File: src/rtl/bus_transfer_ctrl.sv
// -----------------------------------------------------------------------------
// bus_transfer_ctrl
//
// Sequences a single register-to-register move over a shared bus. A request
// names a source register (driven onto the bus) and a destination register
// (loaded from the bus), with an optional post-increment of the source. The
// controller produces one-hot output-enable, load and increment strobes for the
// attached register bank.
//
// Ports
//   clock       : single clock, all state changes on the rising edge
//   reset       : asynchronous, active-low reset
//   req_valid   : transfer request present
//   req_ready   : request accepted this cycle (combinational, high in IDLE)
//   req_src     : index of register driving the bus
//   req_dst     : index of register loading from the bus
//   req_inc     : increment the source register after the transfer
//   enable_out  : one-hot per-register bus output enable   (registered)
//   load_out    : one-hot per-register load strobe          (registered)
//   count_out   : one-hot per-register increment strobe     (registered)
//   busy        : transfer in progress                      (registered)
//   done        : one-cycle pulse on transfer completion    (registered)
//   error       : one-cycle pulse on request rejection      (registered)
//
// State   | meaning
// --------+---------------------------------------------------------------
// IDLE    | ready for a request; first IDLE cycle after LATCH shows done
// DRIVE   | source register drives the bus, destination not yet loading
// LATCH   | source still driving, destination loads, optional src increment
// -----------------------------------------------------------------------------
module bus_transfer_ctrl #(
   parameter int NUM_REGS  = 8,
   parameter int SEL_WIDTH = 3
) (
   input  logic                 clock,
   input  logic                 reset,
   input  logic                 req_valid,
   output logic                 req_ready,
   input  logic [SEL_WIDTH-1:0] req_src,
   input  logic [SEL_WIDTH-1:0] req_dst,
   input  logic                 req_inc,
   output logic [NUM_REGS-1:0]  enable_out,
   output logic [NUM_REGS-1:0]  load_out,
   output logic [NUM_REGS-1:0]  count_out,
   output logic                 busy,
   output logic                 done,
   output logic                 error
);

   typedef enum logic [1:0] {
      ST_IDLE  = 2'd0,
      ST_DRIVE = 2'd1,
      ST_LATCH = 2'd2
   } state_t;

   localparam logic [NUM_REGS-1:0] ONE_BIT = NUM_REGS'(1);

   state_t               state;
   state_t               state_nxt;

   logic [SEL_WIDTH-1:0] src_q;
   logic [SEL_WIDTH-1:0] dst_q;
   logic                 inc_q;
   logic [SEL_WIDTH-1:0] src_nxt;
   logic [SEL_WIDTH-1:0] dst_nxt;
   logic                 inc_nxt;

   logic [NUM_REGS-1:0]  enable_nxt;
   logic [NUM_REGS-1:0]  load_nxt;
   logic [NUM_REGS-1:0]  count_nxt;
   logic                 busy_nxt;
   logic                 done_nxt;
   logic                 error_nxt;

   logic                 accept;
   logic                 req_bad;

   // Index values outside the bank shift the single set bit off the top,
   // so an out-of-range index can never light a strobe.
   function automatic logic [NUM_REGS-1:0] onehot(input logic [SEL_WIDTH-1:0] idx);
      return ONE_BIT << idx;
   endfunction

   assign req_ready = (state == ST_IDLE);
   assign accept    = req_valid && req_ready;

   // Widened compare so the range test also works when SEL_WIDTH can encode
   // indices beyond the last register.
   assign req_bad = (req_src == req_dst)
                 || (int'(req_src) >= NUM_REGS)
                 || (int'(req_dst) >= NUM_REGS);

   always_ff @(posedge clock or negedge reset) begin
      if (!reset) begin
         state <= ST_IDLE;
         src_q <= '0;
         dst_q <= '0;
         inc_q <= 1'b0;
      end else begin
         state <= state_nxt;
         src_q <= src_nxt;
         dst_q <= dst_nxt;
         inc_q <= inc_nxt;
      end
   end

   // Next-state and next-output decode. Outputs are computed one state ahead
   // so that the registered strobes line up with the state they belong to.
   always_comb begin
      state_nxt  = state;
      src_nxt    = src_q;
      dst_nxt    = dst_q;
      inc_nxt    = inc_q;
      enable_nxt = '0;
      load_nxt   = '0;
      count_nxt  = '0;
      busy_nxt   = 1'b0;
      done_nxt   = 1'b0;
      error_nxt  = 1'b0;

      case (state)
         ST_IDLE: begin
            if (accept) begin
               if (req_bad) begin
                  error_nxt = 1'b1;
               end else begin
                  state_nxt  = ST_DRIVE;
                  src_nxt    = req_src;
                  dst_nxt    = req_dst;
                  inc_nxt    = req_inc;
                  enable_nxt = onehot(req_src);
                  busy_nxt   = 1'b1;
               end
            end
         end
         ST_DRIVE: begin
            // Source keeps driving through LATCH so the destination samples a
            // bus value that has been stable for a full cycle.
            state_nxt  = ST_LATCH;
            enable_nxt = onehot(src_q);
            load_nxt   = onehot(dst_q);
            count_nxt  = inc_q ? onehot(src_q) : '0;
            busy_nxt   = 1'b1;
         end
         ST_LATCH: begin
            state_nxt = ST_IDLE;
            done_nxt  = 1'b1;
         end
         default: begin
            state_nxt = ST_IDLE;
         end
      endcase
   end

   always_ff @(posedge clock or negedge reset) begin
      if (!reset) begin
         enable_out <= '0;
         load_out   <= '0;
         count_out  <= '0;
         busy       <= 1'b0;
         done       <= 1'b0;
         error      <= 1'b0;
      end else begin
         enable_out <= enable_nxt;
         load_out   <= load_nxt;
         count_out  <= count_nxt;
         busy       <= busy_nxt;
         done       <= done_nxt;
         error      <= error_nxt;
      end
   end

endmodule

File: config.mk
export PLATFORM = sky130hd
export DESIGN_NAME = bus_transfer_ctrl
export DESIGN_NICKNAME = d
export VERILOG_FILES = /design/src/rtl/bus_transfer_ctrl.sv
export SDC_FILE = /design/constraint.sdc
export NUM_CORES = 1
export LEC_CHECK = 0
export ABC_CLOCK_PERIOD_IN_PS = 4850
export BUFFER_PORTS_ARGS = -buffer_cell sky130_fd_sc_hd__buf_4
export CAP_MARGIN = 20
export CORE_MARGIN = 1.5
export CORE_UTILIZATION = 30
export DETAILED_ROUTE_END_ITERATION = 7
export PLACE_DENSITY = 0.51
export SKIP_LAST_GASP = 1
export SLEW_MARGIN = 0
export SYNTH_ARGS = -nofsm -noshare
export SYNTH_HDL_FRONTEND = slang
export SYNTH_SLANG_ARGS = --single-unit
File: constraint.sdc
create_clock -name clock -period 4.85 [get_ports clock]
set_clock_uncertainty 0.15 [all_clocks]
set_input_delay 0.2425 -clock clock [delete_from_list [all_inputs] [get_ports clock]]
set_output_delay 0.2425 -clock clock [all_outputs]
set_load 0.01 [all_outputs]
After elaboration in Yosys (flattened, before gate mapping)
Cells that the tools add are included.

Register bits: 36. Latch bits: 0. RAM bits: 0. Memory bits (read-only): 0. Bits of input ports: 10. Output and inout port bits: 28. Memories kept: 0.

Add/sub/neg operators: 0. Multipliers: 0. Div/mod/pow operators: 0. Order comparisons: 0. Eq/ne operators: 5. Shifts and indexed selects: 3. Multiplexer cells: 16. Bitwise operators: 1. Reductions and logical operators: 4.

Operators with widths (count): 2-to-1 mux 8 bit (5); left shift 1 x 3 -> 8 bit (first input constant) (3); one-hot mux 8 bit (2 select lines) (1); 2-to-1 mux 1 bit (6); 2-to-1 mux 2 bit (2); one-hot mux 2 bit (2 select lines) (1); == test 3 bit (1); AND reduction 3 bit (1); == test 2 x 1 -> 1 bit (second input constant) (1); == test 2 bit (second input constant) (1); logical NOT 2 bit (1); inequality test 2 x 1 -> 1 bit (second input constant) (1); inequality test 2 bit (second input constant) (1); one-hot mux 1 bit (2 select lines) (1); AND reduction 2 bit (1); logical AND 1 bit (1); NOT 1 bit (1).

Longest topological paths before layout
Depth in word-level cells: 4. Depth in mapped cells: 5. Gate-level depth less buffers: 4.

Worst setup path after synthesis
No wires, ideal clock.

Path type: in2reg. Start: in req_src[0]. End: reg dst_q[1]. Setup time: 0.125 ns. Data arrival time: 1.344 ns. Data required time: 4.575 ns. Path slack: 3.231 ns. Stages on the path: 5. Path through: buf_4 > xor2_2 > o31ai_4 > buf_6 > mux2_4.

Cells in the longest elaborated chain, start to end: 3.

Ends and longest elaborated chain: start: declaration (RTL line 39) `input logic [SEL_WIDTH-1:0] req_src,`; == test 3 bit (RTL line 89) `assign req_bad = (req_src == req_dst)`; NOT 1 bit (no source line); AND reduction 3 bit (no source line); end signal: assignment (RTL line 102) `dst_q <= dst_nxt;`; end: declaration (RTL line 62) `logic [SEL_WIDTH-1:0] dst_q;`.

No other way between the ends. A chain may end at the register's enable or synchronous reset.

Final worst setup path
Start: reg state[1]. End: reg src_q[0].

Cells in the longest elaborated chain, start to end: 3.

Ends and longest elaborated chain: start: declaration (RTL line 58) `state_t state;`; start signal: assignment (RTL line 100) `state <= state_nxt;`; logical NOT 2 bit (*) (RTL line 84, 121); logical AND 1 bit (RTL line 85) `assign accept = req_valid && req_ready;`; AND reduction 3 bit (no source line) (*); end signal: assignment (RTL line 101) `src_q <= src_nxt;`; end: declaration (RTL line 61) `logic [SEL_WIDTH-1:0] src_q;`.

Every way passes the cells marked *; elsewhere a longest branch is shown, timed or not.

==> impl_metrics.json <==
{
  "status": "finished clean",
  "clk_transition_reported_paths_ns": 0.07,
  "max_clock_freq_ghz": 0.583,
  "leakage_nw": 0.912,
  "min_delay_path_depth": 2,
  "drc": 0,
  "antenna_found_initial": 0,
  "stdcell_count": 210,
  "synth-edff-count": 0,
  "seqPwrFrac_pct": 50.1,
  "yosysUniqueCellTypes": 32,
  "cts_root_buffer": "clkbuf_8",
  "drtIter0Drc": 63,
  "min_period_over_period_pct": 35.4,
  "die_area_mm2": 0.00523,
  "rows": 25,
  "ys_ff_latch": 36,
  "ant_nets": 0,
  "clk_latency_ns": 0.29,
  "grt_pass1_wl_um": 4800,
  "grt_pass1_vias": 983,
  "worstSetupEndpointType": "flop",
  "cts_resized": 0,
  "cp_max_fo": 12,
  "p_comb_share_pct": 21.7,
  "die_h_um": 72.3,
  "syn_area_per_cell_um2": 12.6,
  "cp.arrival_ns": 1.74,
  "nNetsFinal": 165,
  "syn_to_final_growth_pct": 28.6,
  "vias_per_cell": 4.75,
  "placedCellCount": 201,
  "cts_made_buffers": 5,
  "final-max-slew-violation-count": 0,
  "p_int_uw": 538,
  "clock_path_buffers": 2,
  "synthArstFlopShare_pct": 100,
  "period_minus_slack_ns": 1.72,
  "synth_nets": 124,
  "fin_util_pct": 39.8,
  "start_util_pct": 30.9,
  "place_congestion": 0.774,
  "powerDensity_mw_per_mm2": 411,
  "ir_drop_mv": 0.106,
  "wl_um": 2950,
  "h-tree-depth": 2,
  "dp_hpwl_um": 2160,
  "switchingPower_uw": 224,
  "syn_area_mm2": 0.00144,
  "synthCells": 114,
  "drv_cap": 0,
  "tightest_slew_ns": 0.592,
  "cts_tree": "built",
  "port_buffers": 37,
  "fp.coreArea_mm2": 0.00466,
  "required_ns": 4.87,
  "grt_max_degree": 37,
  "ioPinCount": 38,
  "die_x_um": 72.3,
  "vias": 997,
  "rsz0062_at_grt": "no",
  "hp-class": "in2reg",
  "wire_per_inst_um": 14.0,
  "clock_sinks": 36,
  "r2r_cells": 4,
  "p_sw_share_pct": 29.4,
  "hold_viol": 0,
  "fillers": 461,
  "slew_headroom_pct": 60.6,
  "cp-start-kind": "flop",
  "overflow": 0,
  "power_frac_clock_pct": 28.2,
  "fin_tns_setup_ns": 0,
  "ys_seq_area_share_pct": 62.5,
  "grt.total_usage_pct": 12.4,
  "dr.pass1.iters": 4,
  "synth_flop_cell": "dfrtp_1",
  "drive_gt1_share_pct": 35.3,
  "n_antenna_cell": 0,
  "path_class": "reg2reg",
  "setup_viol": 0,
  "synth_warnings": 0
}
## registers in the layout, summed over array words and instances (netlist names)
signal and flops:
count_out 8, dst_q 3, load_out 8, error 1, enable_out 8, src_q 3
inc_q 1, done 1, state 2, busy 1
## power by group through the flow
stage                     logic, mW  clock network [mW]  registers (mW)
after floorplan              0.0994                   0           0.385
after global placement        0.162                   0           0.386
after detailed placement      0.166                   0           0.387
after CTS                     0.168               0.221           0.381
after global routing          0.182               0.236           0.388
final                         0.165               0.214           0.382
## metal layers
metal  vias up  GRT usage [%]  share of wire [%]
met5         -              0                  0
met4         0           6.29                2.2
met3         5           4.03                6.6
met2        32           20.1                 47
met1       487           14.9                 44
li1        473              -                  -
## cell usage after synthesis (all sizes together) (2+ instances only)
cell type / number / share of area (%)
dfrtp: 36 / 62
nor2: 16 / 4.2
nand2: 7 / 1.8
o22ai: 7 / 3.0
mux2: 5 / 4.9
nand2b: 5 / 2.2
inv: 4 / 1.0
nand3b: 4 / 2.1
buf: 3 / 2.1
nand3: 3 / 1.0
nor3: 3 / 1.0
or3: 3 / 1.3
xor2: 3 / 2.9
o32ai: 2 / 1.7
## repair_timing
item / CTS / global route
hold buffers: 1 / 0
buffers inserted: 0 / 0
endpoints found under the hold margin: 36 / 0
## kinds of logic (layout without fill, tap and decap cells)
kind of cell,after synthesis,in the layout,synth area share (%)
and+or+nand+nor,46,46,16.8
DFF,36,36,62.5
xor gates and xnor gates,3,3,2.86
AOI/OAI and AO/OA,15,15,8.85
muxes,6,6,5.64
buffers and inverters,8,50,3.38
## cells in the final DEF, fill, tap and decap left out, drive strengths merged, types with 2 or more instances in the layout
master  instances
o22ai           7
nor2           16
buf            37
mux2            5
nand3           3
o32ai           2
nand2b          5
or3             3
xor2            3
dfrtp          36
inv             4
nand3b          4
clkbuf          8
nand2           7
nor3            3
## worst max-delay path, stage by stage (launching register included)
cell and delay (ns):
dfrtp_1 0.44, nor3b_2 0.33, o31ai_4 0.22, inv_2 0.15, mux2_4 0.30
## area by class of cell
| type | count | area (µm²) | share of cell area, % |
|---|---|---|---|
| flip-flops and latches | 36 | 901 | 48.6 |
| multi-input cells | 70 | 492 | 26.5 |
| repair buffers | 38 | 288 | 15.5 |
| clock buffers | 8 | 90.1 | 4.86 |
| well taps | 54 | 67.6 | 3.65 |
| inverters | 4 | 15.0 | 0.810 |
## per-stage QoR
step / setup slack (ns) / hold slack (ns) / power [mW] / instance area, µm²
4_1_cts: 3.14 / 0.00345 / 0.770 / 1850
3_3_place_gp: 2.96 / 0.0595 / 0.548 / 1750
6_report: 3.13 / 0.00658 / 0.762 / 1850
2_1_floorplan: 3.23 / -0.203 / 0.485 / 1440
5_1_grt: 3.04 / 0.00385 / 0.805 / 1850
3_5_place_dp: 2.92 / 0.0703 / 0.553 / 1750
## path summary, 6_finish.rpt
path / endpoint / from / slack [ns]
hold / removal: src_q[2]$_DFFE_PN0P_ / req_dst[2] / 0.007
hold reg to reg: load_out[2]$_DFF_PN0_ / dst_q[0]$_DFFE_PN0P_ / 0.39
min in group asynchronous: error$_DFF_PN0_ / reset / 0.29
setup reg to reg: src_q[0]$_DFFE_PN0P_ / state[1]$_DFFE_PN0P_ / 3.13
max in group asynchronous: count_out[0]$_DFF_PN0_ / reset / 3.94
setup / recovery: src_q[0]$_DFFE_PN0P_ / state[1]$_DFFE_PN0P_ / 3.13
(Power assumes the default switching activity.)
